### src/rtl/ps2_frame_rx_pkg.sv
// Shared types and constants for the PS/2 frame receiver.
package ps2_pkg;

  typedef enum logic [1:0] {
    IDLE,
    DATA,
    PARITY,
    STOP
  } ps2_state_t;

  localparam logic [7:0] PS2_EXT = 8'hE0;
  localparam logic [7:0] PS2_BRK = 8'hF0;

endpackage

### src/rtl/ps2_frame_rx_if.sv
// PS/2 pins in, decoded scan codes out; master is the receiver side.
interface ps2_frame_rx_if;

  logic       ps2_clk;
  logic       ps2_data;
  logic [7:0] code;
  logic       code_valid;
  logic       is_break;
  logic       is_extended;
  logic       frame_err;
  logic       busy;

  modport master (
    input  ps2_clk, ps2_data,
    output code, code_valid, is_break, is_extended, frame_err, busy
  );

  modport slave (
    output ps2_clk, ps2_data,
    input  code, code_valid, is_break, is_extended, frame_err, busy
  );

endinterface

### src/rtl/ps2_frame_rx_sync_edge.sv
// Synchronises the PS/2 clock and data pins and flags synchronised clock falls.
module ps2_sync_edge #(
  parameter int unsigned SYNC_STAGES = 2
) (
  input  logic clk,
  input  logic reset,
  input  logic i_ps2_clk,
  input  logic i_ps2_data,
  output logic o_data,
  output logic o_fall
);

  logic [SYNC_STAGES-1:0] r_clk_sync;
  logic [SYNC_STAGES-1:0] r_data_sync;
  logic                   r_clk_prev;

  // Reset to the idle-high line level so release never fakes a falling edge.
  always_ff @(posedge clk or posedge reset) begin
    if (reset) begin
      r_clk_sync  <= '1;
      r_data_sync <= '1;
      r_clk_prev  <= 1'b1;
    end else begin
      r_clk_sync  <= {r_clk_sync[SYNC_STAGES-2:0], i_ps2_clk};
      r_data_sync <= {r_data_sync[SYNC_STAGES-2:0], i_ps2_data};
      r_clk_prev  <= r_clk_sync[SYNC_STAGES-1];
    end
  end

  assign o_data = r_data_sync[SYNC_STAGES-1];
  assign o_fall = r_clk_prev & ~r_clk_sync[SYNC_STAGES-1];

endmodule

### src/rtl/ps2_frame_rx.sv
// PS/2 keyboard frame deserialiser with E0/F0 prefix folding and frame timeout.
module ps2_frame_rx
  import ps2_pkg::*;
#(
  parameter int unsigned SYNC_STAGES    = 2,
  parameter int unsigned TIMEOUT_CYCLES = 100000
) (
  input  logic           clk,
  input  logic           reset,
  ps2_frame_rx_if.master bus
);

  localparam int unsigned TW = $clog2(TIMEOUT_CYCLES + 1);

  logic       w_data;
  logic       w_fall;
  ps2_state_t r_state;
  ps2_state_t w_state_nxt;
  logic [2:0] r_bit_cnt;
  logic [7:0] r_sr;
  logic       r_parity;
  logic [TW-1:0] r_to_cnt;
  logic       r_ext_pending;
  logic       r_brk_pending;
  logic [7:0] r_code;
  logic       r_code_valid;
  logic       r_is_break;
  logic       r_is_extended;
  logic       r_frame_err;
  logic       r_busy;
  logic       w_timeout;
  logic       w_stop_fall;
  logic       w_good;

  ps2_sync_edge #(.SYNC_STAGES(SYNC_STAGES)) u_sync (
    .clk        (clk),
    .reset      (reset),
    .i_ps2_clk  (bus.ps2_clk),
    .i_ps2_data (bus.ps2_data),
    .o_data     (w_data),
    .o_fall     (w_fall)
  );

  always_ff @(posedge clk or posedge reset) begin
    if (reset) r_state <= IDLE;
    else       r_state <= w_state_nxt;
  end

  always_comb begin
    w_state_nxt = r_state;
    w_timeout   = 1'b0;
    w_stop_fall = 1'b0;
    w_good      = 1'b0;
    unique case (r_state)
      IDLE:   if (w_fall && !w_data) w_state_nxt = DATA;
      DATA:   if (w_fall && r_bit_cnt == 3'd7) w_state_nxt = PARITY;
      PARITY: if (w_fall) w_state_nxt = STOP;
      STOP: begin
        if (w_fall) begin
          w_state_nxt = IDLE;
          w_stop_fall = 1'b1;
          w_good      = w_data & (^{r_sr, r_parity});
        end
      end
      default: w_state_nxt = IDLE;
    endcase
    // A falling edge on the terminal-count cycle takes priority over the timeout.
    if (r_state != IDLE && !w_fall && r_to_cnt == TW'(TIMEOUT_CYCLES)) begin
      w_state_nxt = IDLE;
      w_timeout   = 1'b1;
    end
  end

  always_ff @(posedge clk or posedge reset) begin
    if (reset) begin
      r_bit_cnt     <= '0;
      r_sr          <= '0;
      r_parity      <= 1'b0;
      r_to_cnt      <= '0;
      r_ext_pending <= 1'b0;
      r_brk_pending <= 1'b0;
      r_code        <= '0;
      r_code_valid  <= 1'b0;
      r_is_break    <= 1'b0;
      r_is_extended <= 1'b0;
      r_frame_err   <= 1'b0;
      r_busy        <= 1'b0;
    end else begin
      r_code_valid <= 1'b0;
      r_frame_err  <= 1'b0;
      r_busy       <= (w_state_nxt != IDLE);

      if (r_state == IDLE || w_fall) r_to_cnt <= '0;
      else                           r_to_cnt <= r_to_cnt + 1'b1;

      if (r_state == IDLE && w_fall && !w_data) r_bit_cnt <= '0;
      if (r_state == DATA && w_fall) begin
        r_sr      <= {w_data, r_sr[7:1]};
        r_bit_cnt <= r_bit_cnt + 3'd1;
      end
      if (r_state == PARITY && w_fall) r_parity <= w_data;

      if (w_stop_fall) begin
        if (!w_good) begin
          r_frame_err   <= 1'b1;
          r_ext_pending <= 1'b0;
          r_brk_pending <= 1'b0;
        end else if (r_sr == PS2_EXT) begin
          r_ext_pending <= 1'b1;
        end else if (r_sr == PS2_BRK) begin
          r_brk_pending <= 1'b1;
        end else begin
          r_code        <= r_sr;
          r_is_break    <= r_brk_pending;
          r_is_extended <= r_ext_pending;
          r_code_valid  <= 1'b1;
          r_ext_pending <= 1'b0;
          r_brk_pending <= 1'b0;
        end
      end

      if (w_timeout) begin
        r_frame_err   <= 1'b1;
        r_ext_pending <= 1'b0;
        r_brk_pending <= 1'b0;
      end
    end
  end

  assign bus.code        = r_code;
  assign bus.code_valid  = r_code_valid;
  assign bus.is_break    = r_is_break;
  assign bus.is_extended = r_is_extended;
  assign bus.frame_err   = r_frame_err;
  assign bus.busy        = r_busy;

endmodule

### src/flat_wrapper.sv
// flat-port wrapper written by rule: the top's interface ports become plain ports
module ps2_frame_rx_flat import ps2_pkg::*;
#(
  parameter int unsigned SYNC_STAGES    = 2,
  parameter int unsigned TIMEOUT_CYCLES = 100000
)
  (clk, reset, bus_ps2_clk, bus_ps2_data, bus_code, bus_code_valid, bus_is_break, bus_is_extended, bus_frame_err, bus_busy);
  ps2_frame_rx_if bus_i ();
  input  logic clk;
  input  logic reset;
  input wire logic [$bits(bus_i.ps2_clk)-1:0] bus_ps2_clk;
  input wire logic [$bits(bus_i.ps2_data)-1:0] bus_ps2_data;
  output wire logic [$bits(bus_i.code)-1:0] bus_code;
  output wire logic [$bits(bus_i.code_valid)-1:0] bus_code_valid;
  output wire logic [$bits(bus_i.is_break)-1:0] bus_is_break;
  output wire logic [$bits(bus_i.is_extended)-1:0] bus_is_extended;
  output wire logic [$bits(bus_i.frame_err)-1:0] bus_frame_err;
  output wire logic [$bits(bus_i.busy)-1:0] bus_busy;
  assign bus_i.ps2_clk = bus_ps2_clk;
  assign bus_i.ps2_data = bus_ps2_data;
  assign bus_code = bus_i.code;
  assign bus_code_valid = bus_i.code_valid;
  assign bus_is_break = bus_i.is_break;
  assign bus_is_extended = bus_i.is_extended;
  assign bus_frame_err = bus_i.frame_err;
  assign bus_busy = bus_i.busy;
  ps2_frame_rx #(.SYNC_STAGES(SYNC_STAGES), .TIMEOUT_CYCLES(TIMEOUT_CYCLES)) u_core (.clk(clk), .reset(reset), .bus(bus_i));
endmodule
### config.mk
export PLATFORM = sky130hd
export DESIGN_NAME = ps2_frame_rx_flat
export DESIGN_NICKNAME = d
export VERILOG_FILES = /design/src/rtl/ps2_frame_rx_pkg.sv /design/src/rtl/ps2_frame_rx_if.sv /design/src/rtl/ps2_frame_rx_sync_edge.sv /design/src/rtl/ps2_frame_rx.sv /design/src/flat_wrapper.sv
export SDC_FILE = /design/constraint.sdc
export NUM_CORES = 1
export LEC_CHECK = 0
export ABC_AREA = 0
export CAP_MARGIN = 20
export CORE_MARGIN = 5
export CORE_UTILIZATION = 55
export CTS_CLUSTER_DIAMETER = 80
export DETAILED_ROUTE_END_ITERATION = 8
export PLACE_DENSITY = 0.87
export SETUP_SLACK_MARGIN = 0.2
export SLEW_MARGIN = 20
export SYNTH_ARGS = -nofsm -noshare
export SYNTH_HDL_FRONTEND = slang
export SYNTH_SLANG_ARGS = --single-unit
### constraint.sdc
create_clock -name clk -period 2.5 [get_ports clk]
set_input_delay 0.5 -clock clk [delete_from_list [all_inputs] [get_ports clk]]
set_output_delay 0.5 -clock clk [all_outputs]
set_load 0.05 [all_outputs]
==> results.md, run 1 <==
Run status:
- The flow ran to the end, and the final reports show no timing, DRC or antenna violations.

Global route:
- For this run, the total global-route usage over all layers was measured as 0.167.
- Summed over all layers, the global routing overflow is 0.
- The via count of the first global-routing pass is roughly 1,500.
- The maximum number of pins on one net before global-route repair is 29.
- The initial antenna violation count is 0.
- The first global-routing pass estimated between 6000 and 7000 µm of wire.

Power and ir drop:
- Of the total power, the share spent switching nets is 0.362.
- In this run the power spent charging and discharging nets is between 0.0009 and 0.001 W.
- The internal power summed over all cells is about 0.0017 W.
- The share of total power dissipated in the clock network is 0.172.
- The leakage power summed over all cells is between 1 and 1.5 nW.
- The cell area power density is 1030 mW/mm².
- The sequential cell fraction of total power is 0.450.
- The worst-case vdd ir drop is 0.409 mV.
- After layout, the design draws a total of 0.00270 W.
- The power share of the combinational group is 0.377.

Clocking:
- The buffer depth of the longest clock path is 2.
- The clock tree root buffer cell is clkbuf_8.
- For the worst-skew pair, the clock arrives at the later sink with an insertion delay of roughly 300 ps.
- The CTS tree is yes.
- Once the clock tree was built, the resizer swapped 0 gates to a different size.
- The number of hold buffers added after CTS was 0.
- The clock-pin slew on the worst setup and hold paths is about 90 ps.
- In this run, CTS created clock tree buffers numbering 5.
- The level count of the clock H-tree is 2.
- The number of post-CTS setup repair buffers is 0.
- The number of sinks on the clock net is between 50 and 60.

Die:
- The die is roughly 74 µm tall.
- The horizontal die dimension is around 74 µm.
- The number of ports placed on the die boundary is 17.
- The floorplan step defined a die boundary enclosing 0.00552 mm².
- For this configuration, the core starts out at a cell density of 0.568.
- The core region is between 0.004 and 0.005 mm².
- The floorplan has 23 rows.

Yosys:
- The post-synthesis instance area is approximately 0.0023 mm².
- The number of nets in the synthesized netlist is 200.
- Of the post-synthesis cell area, the dominant cell type holds 0.506.
- The number of cells produced by synthesis is around 190.
- Each instance of the synthesized netlist takes up on average 11.8 µm².
- Synthesis instantiated 36 different standard cells from the library.
- By area the synthesized netlist is led by dfrtp_1 (51%), dfstp_2 (5.8%), mux2_4 (5.3%), nor2_1 (4.5%), mux2_2 (4.0%).
- The post-synthesis sequential element count is between 50 and 60.
- For this run, the number of Yosys warnings is 0.
- The post-synthesis sequential area ratio is 0.564.
- The biggest area consumer among synthesized cells is dfrtp_1.

Timing:
- The hold violation count in the final report is 0.
- At the pin with the least slew margin, the transition time is between 600 and 700 ps.
- The accumulated negative setup slack is 0 ps.
- The share of the cycle needed by the critical path after routing is 0.799.
- The worst clock skew is approximately 6.3 ps.
- Setup repair after global routing left no endpoint under its margin.
- After layout, the minimum clock period comes to 2000 ps.
- The number of endpoints failing setup at the final stage is 0.
- Across all setup checks in the final design, the least slack found is between 500 and 600 ps.
- The final-report max-slew violation count is 0.
- The worst relative slew slack is 0.571.
- The fmax is 0.500 GHz.
- Hold is met by approximately 360 ps.

Route:
- The detailed-route DRC error count is 0.
- The final route contains 1,467 vias.
- Dividing the detail-routed wire length by the instance count gives 14.8 µm.
- The number of iterations in the first detailed-routing pass is 4.
- The final antenna-violating net count is 0.
- Summed over all layers, the routed wires come to 3930 µm.
- After the first detailed-routing iteration, the DRC count stood at 102.
- Using the TritonRoute via totals, the vias-per-cell ratio works out to about 5.5.

Setup path:
- The endpoint type of the worst setup path is a flip-flop.
- In this run the worst setup path terminates at u_core.bus.is_extended.
- The critical path launch point is u_core.r_sr[5].
- The internal reg-to-reg setup slack is 500 ps.
- The data arrival time at the worst-slack endpoint is 2200 ps.
- The critical register-to-register path endpoint is u_core.bus.is_extended.
- The critical path launch point type is a flip-flop.
- STA puts the critical path data required time at around 2700 ps.
- The category of the critical setup timing path is flip-flop to flip-flop.
- The worst register-to-register path has a depth of 5.
- The worst register-to-register path begins at u_core.r_sr[5].
- The largest stage delay on the critical path is 440 ps.
- Along the worst path, the maximum fanout reaches 10.
- Walking the worst path, the cells encountered are xor2_1 > xnor3_1 > mux2i_4 > nand2_4 > mux2_4.
- Among all stages on the critical path, the largest delay is contributed by xnor3_1.

Cells and area:
- The ratio of cells with drive above 1 in the final layout is 0.167.
- Once layout is complete, the cells apart from fillers number 266.
- The area growth from synthesis to layout is 14.9%.
- The top cell types in the final layout, fill and taps aside, are dfrtp_1 (46), nor2_1 (27), clkdlybuf4s50_1 (16).
- Leaving out fill and tap cells, the most frequent cell in the layout is dfrtp_1.
- The antenna diode instance count is 0.
- The number of nets in the layout is around 220.

Min path:
- The path category of the worst min-delay check is flip-flop to flip-flop.

Flow run:
- The number of max-cap violations is 0.

Placement:
- The worst slack after detailed placement is about 510 ps.
- The total half-perimeter wirelength after legalization and detailed placement is ~2800 µm.
- The congestion estimate from routability-driven global placement came to about 0.83.
- In this run, placement finished with an instance count of about 260.
- The count of input and output buffers is 16.
-- layer usage --
metal,global-route usage,up-vias,part of all wire
met3,0.0500,6,0.057
met2,0.262,38,0.50
met4,0.0632,0,0.015
met5,0,-,0
met1,0.220,725,0.43
li1,-,698,-
-- cell usage after synthesis --
library cell  instances
dfrtp_1              46
nor2_1               27
nand3_1              11
inv_1                10
xnor2_1               9
mux2_2                8
mux2_4                8
nand2_1               8
xor2_1                8
a21oi_1               7
dfstp_2               5
clkbuf_1              4
ha_1                  4
nor3_1                4
o21ai_0               4
a22o_1                3
nor4bb_1              3
and3_1                2
nand2b_1              2
nand4_1               2
nor4_1                2
a21boi_0              1
and2b_1               1
and4b_1               1
mux2i_4               1
nand2_4               1
nand3b_1              1
nor2b_1               1
nor4b_1               1
o2111ai_1             1
o211ai_1              1
o21ai_1               1
o22ai_1               1
or3_1                 1
xnor3_1               1
xor3_1                1
-- worst max-delay path, delay by kind of cell, from the launching register on --
| kind | cells | cell delay (ps) |
|---|---|---|
| DFF | 1 | 420 |
| xor gates and xnor gates | 2 | 620 |
| muxes | 2 | 670 |
| and+or+nand+nor | 1 | 170 |
-- through the flow --
| stage | utilization | cell area [µm²] |
|---|---|---|
| floorplan | - | 2270 |
| global placement | 0.631 | 2520 |
| detailed placement | 0.631 | 2520 |
| CTS | 0.653 | 2610 |
| global route | 0.653 | 2610 |
| finish | 0.653 | 2610 |
-- power groups by stage --
stage | clock (W) | combinational (W) | sequential [W]
after global routing | 0.000523 | 0.00110 | 0.00125
after CTS | 0.000480 | 0.00103 | 0.00122
after detailed placement | 0 | 0.00103 | 0.00124
final | 0.000466 | 0.00102 | 0.00122
after global placement | 0 | 0.000995 | 0.00122
after floorplan | 0 | 0.000594 | 0.00140
-- state kept, by name, indices dropped and copies added (netlist names), 2 cells and up --
signal,cells
u_core.r_state,2
u_core.bus.code,8
u_core.r_bit_cnt,3
u_core.r_to_cnt,17
u_core.u_sync.r_data_sync,2
u_core.u_sync.r_clk_sync,2
u_core.r_sr,8
-- kinds of logic after synthesis --
group           share of synthesized area
compound gates                     0.0512
buf+inv                            0.0231
xor+xnor                           0.0859
mux                                 0.102
fa+ha+maj                          0.0220
simple gates                        0.151
flops                               0.564
-- cell type report --
class	instances	area [µm²]
Multi-Input combinational cell	127	938
Tap cell	50	62.6
Clock inverter	3	20.0
Fill cell	319	1390
Sequential cell	51	1280
Timing Repair Buffer	20	203
Clock buffer	5	68.8
Inverter	10	37.5
-- worst min path at each step --
stage                                  from                      endpoint  slack (ps)  depth (start not counted)
6_report        u_core.u_sync.r_clk_sync[0]   u_core.u_sync.r_clk_sync[1]         360                          0
3_3_place_gp   u_core.u_sync.r_data_sync[0]  u_core.u_sync.r_data_sync[1]         350                          0
5_1_grt        u_core.u_sync.r_data_sync[0]  u_core.u_sync.r_data_sync[1]         370                          0
4_1_cts         u_core.u_sync.r_clk_sync[0]   u_core.u_sync.r_clk_sync[1]         360                          0
2_1_floorplan   u_core.u_sync.r_clk_sync[0]   u_core.u_sync.r_clk_sync[1]         350                          0
3_5_place_dp    u_core.u_sync.r_clk_sync[0]   u_core.u_sync.r_clk_sync[1]         350                          0
(Power assumes the default switching activity.)
==> run 2: changes to the inputs <==
- clock period: 2.5 -> 2.1 ns (I/O delays scaled with it)
==> results.md, run 2 (synthesis gave the netlist of run 1 again) <==
Die:
- In this run the horizontal extent of the chip is 74.3 µm.
- The number of placement rows is 23.
- For this configuration, the core starts out at a cell density of 0.568.
- The region available for standard cell placement spans roughly 0.004 mm².
- The y dimension of the die is 74.3 µm.
- In this run the count of I/O pins placed on the die edge is 17.
- The floorplan die area is ~0.0055 mm².

Cells and area:
- In the final design database the tool counted around 230 nets.
- The library cell used most frequently in the layout, excluding fill and tap cells, is dfrtp_1.
- Leaving out fill and tap cells, the most frequent cells in the layout are dfrtp_1 (46), nor2_1 (26), nand3_1 (11).
- The post-route non-filler standard cell count is 273.
- The register ranked first by flip-flop count is u_core.r_to_cnt.
- The ratio of cells with drive above 1 in the final layout is 0.202.
- The register area is 0.00128 mm².
- The area taken by multi-input logic gates is about 960 µm².
- The register with the most flip-flops in the layout has 17 of them.
- The number of filler instances in the final layout is ~290.
- The area growth from synthesis to layout is 18.7%.
- The number of antenna diodes in the final layout is 0.

Power and ir drop:
- The cell area power density is around 1200 mW/mm².
- The overall power consumption is ~0.0034 W.
- The worst-case vdd ir drop is about 0.59 mV.
- The leakage power summed over all cells is 1.32 nW.

Setup path:
- STA classifies the critical path endpoint as a flip-flop.
- The critical path launch point is u_core.r_sr[5].
- The internal reg-to-reg setup slack is between 150 and 200 ps.
- The depth of the worst register-to-register path is 5.
- In this run the worst path has a maximum fanout of 5.
- STA classifies the critical path startpoint as a flip-flop.
- In this run the critical register-to-register path is launched from u_core.r_sr[5].
- The worst register-to-register path ends at u_core.bus.code[4].
- The largest stage delay on the critical path is around 430 ps.
- The critical path goes through xor2_1 > xnor3_1 > mux2i_4 > nand2_4 > mux2_4.
- Data on the critical path is required at its endpoint by around 2300 ps.
- The category of the critical setup timing path is flip-flop to flip-flop.
- The slowest cell on the critical path is xnor3_1.
- The data arrival time at the worst-slack endpoint is 2110 ps.

Global route:
- The first-pass GRT wire length is 6600 µm.
- The maximum number of pins on one net before global-route repair is 52.
- The total global routing overflow is 0.
- The initial antenna violation count is 0.
- The via count of the first global-routing pass is 1,452.
- In the global route stage, overall resource usage came out at 0.156.

Route:
- After detailed routing, the total wire length is 3830 µm.
- The highest routing layer actually used is met4.
- Once detail routing completed, the nets flagged for antenna violations numbered 0.
- After detailed routing, the met3 layer carries 204 µm of wire.
- For this block, the initial DRC count from the detailed router was between 60 and 70.
- The met2 routed wirelength is about 1800 µm.
- The wire length per cell after detailed routing is about 14 µm.
- The number of iterations in the first detailed-routing pass is 4.
- The detailed router put a total of between 1500 and 2000 µm of wire on met1.
- The average via count per standard cell is approximately 5.5.
- For this block, the via count after detailed routing is ~1,500.
- For this run, design rule violations remaining after detail routing come to 0.

Clocking:
- The CTS tree is yes.
- The hold buffer count at cts is 0.
- After clock tree synthesis, the clock-pin slew on the worst setup and hold paths is approximately 90 ps.
- The source-to-sink clock delay at the later pin of the worst-skew pair is approximately 300 ps.
- CTS placed an instance of clkbuf_8 at the clock tree root.
- The H-tree was split into 2 levels.
- No sink is reached through more buffers than the 2 on the longest clock path.
- Clock tree synthesis inserted a total of 5 buffers.
- The tree built by TritonCTS fans out to between 50 and 60 sinks.

Run status:
- The run finished with clean final reports.

Timing:
- The final critical-path required period is approximately 1900 ps.
- The number of endpoints failing setup at the final stage is 0.
- The hold violation count in the final report was 0.
- The accumulated negative setup slack is 0 ps.
- Measured against its own limit, the worst slew margin works out to 0.545.
- The worst-margin pin slew is about 680 ps.
- Static timing analysis puts the maximum clock frequency at ~0.52 GHz.
- The share of the cycle needed by the critical path after routing is 0.913.
- The final-report max-slew violation count came to 0.
- Setup repair after global routing could not meet its margin everywhere.
- Between clock sinks in the finished design, the worst skew comes to between 6 and 7 ps.

Flow run:
- The tool flagged a number of max-cap violations equal to 0.

Placement:
- Routability-driven placement finished with a final weighted congestion of roughly 0.86.
- The number of placed instances, taps included, is 258.
- The total half-perimeter wirelength after legalization and detailed placement is roughly 2600 µm.
- Buffers placed on the I/O ports in this run total 16.

Min path:
- The worst hold path begins at u_core.u_sync.r_data_sync[0].
- The number of cells on the worst hold path is 0.
- The end of the worst hold path is u_core.u_sync.r_data_sync[1].
- The min-delay analysis places its worst path in the category flip-flop to flip-flop.
[run 2: cell types whose count changed in the layout (fill, tap and decap cells not counted), sizes merged]
cell / previous run / this run
buf: 4 / 11
bufinv: 0 / 1
clkdlybuf4s50: 16 / 6
clkinv: 1 / 0
clkinvlp: 2 / 1
dlygate4sd2: 0 / 7
dlymetal6s2s: 0 / 3
nand2: 9 / 10
[run 2: how the worst max path moves through the flow]
stage | depth (start not counted) | to | slack (ps)
2_1_floorplan | 5 | u_core.bus.code[0] | 240
3_3_place_gp | 5 | u_core.bus.code[7] | 170
3_5_place_dp | 5 | u_core.bus.code[4] | 120
4_1_cts | 6 | u_core.r_brk_pending | 190
5_1_grt | 5 | u_core.bus.code[4] | 150
6_report | 5 | u_core.bus.code[4] | 180
[run 2: through the flow]
step           hold WS [ps]  setup WS (ps)   util  instance area (µm²)
4_1_cts                 360            188  0.666                 2660
6_report                359            183  0.675                 2700
3_5_place_dp            347            117  0.631                 2520
2_1_floorplan           345            236      -                 2270
3_3_place_gp            346            175  0.631                 2520
5_1_grt                 367            146  0.675                 2700
[run 2: layer usage]
layer	vias up	global-route usage
met4	0	0.0415
met2	31	0.262
met5	-	0
met1	733	0.202
li1	723	-
met3	6	0.0405
[run 2: layout make-up]
| type | count | area share |
|---|---|---|
| Clock inverter | 2 | 0.0139 |
| Sequential cell | 51 | 0.475 |
| Tap cell | 50 | 0.0232 |
| Inverter | 10 | 0.0139 |
| Clock buffer | 5 | 0.0255 |
| Multi-Input combinational cell | 128 | 0.354 |
| Timing Repair Buffer | 27 | 0.0941 |
[run 2: repair_timing]
item / CTS / global route
pin swaps: 0 / 0
setup endpoints to repair: 15 / 20
cloned: 1 / 0
setup buffers: 4 / 3
resized for setup: 8 / 5
[run 2: worst max-delay path: cells and delay by family, from the launching register on]
family / cells / cell delay, ps
mux: 2 / 670
xor+xnor: 2 / 590
flops: 1 / 410
simple gates: 1 / 130
[run 2: where the power goes]
part	internal (W)	total, W	switching [W]
logic	0.000615	0.00127	0.000650
clock network	0.000348	0.000650	0.000302
registers	0.00122	0.00144	0.000212
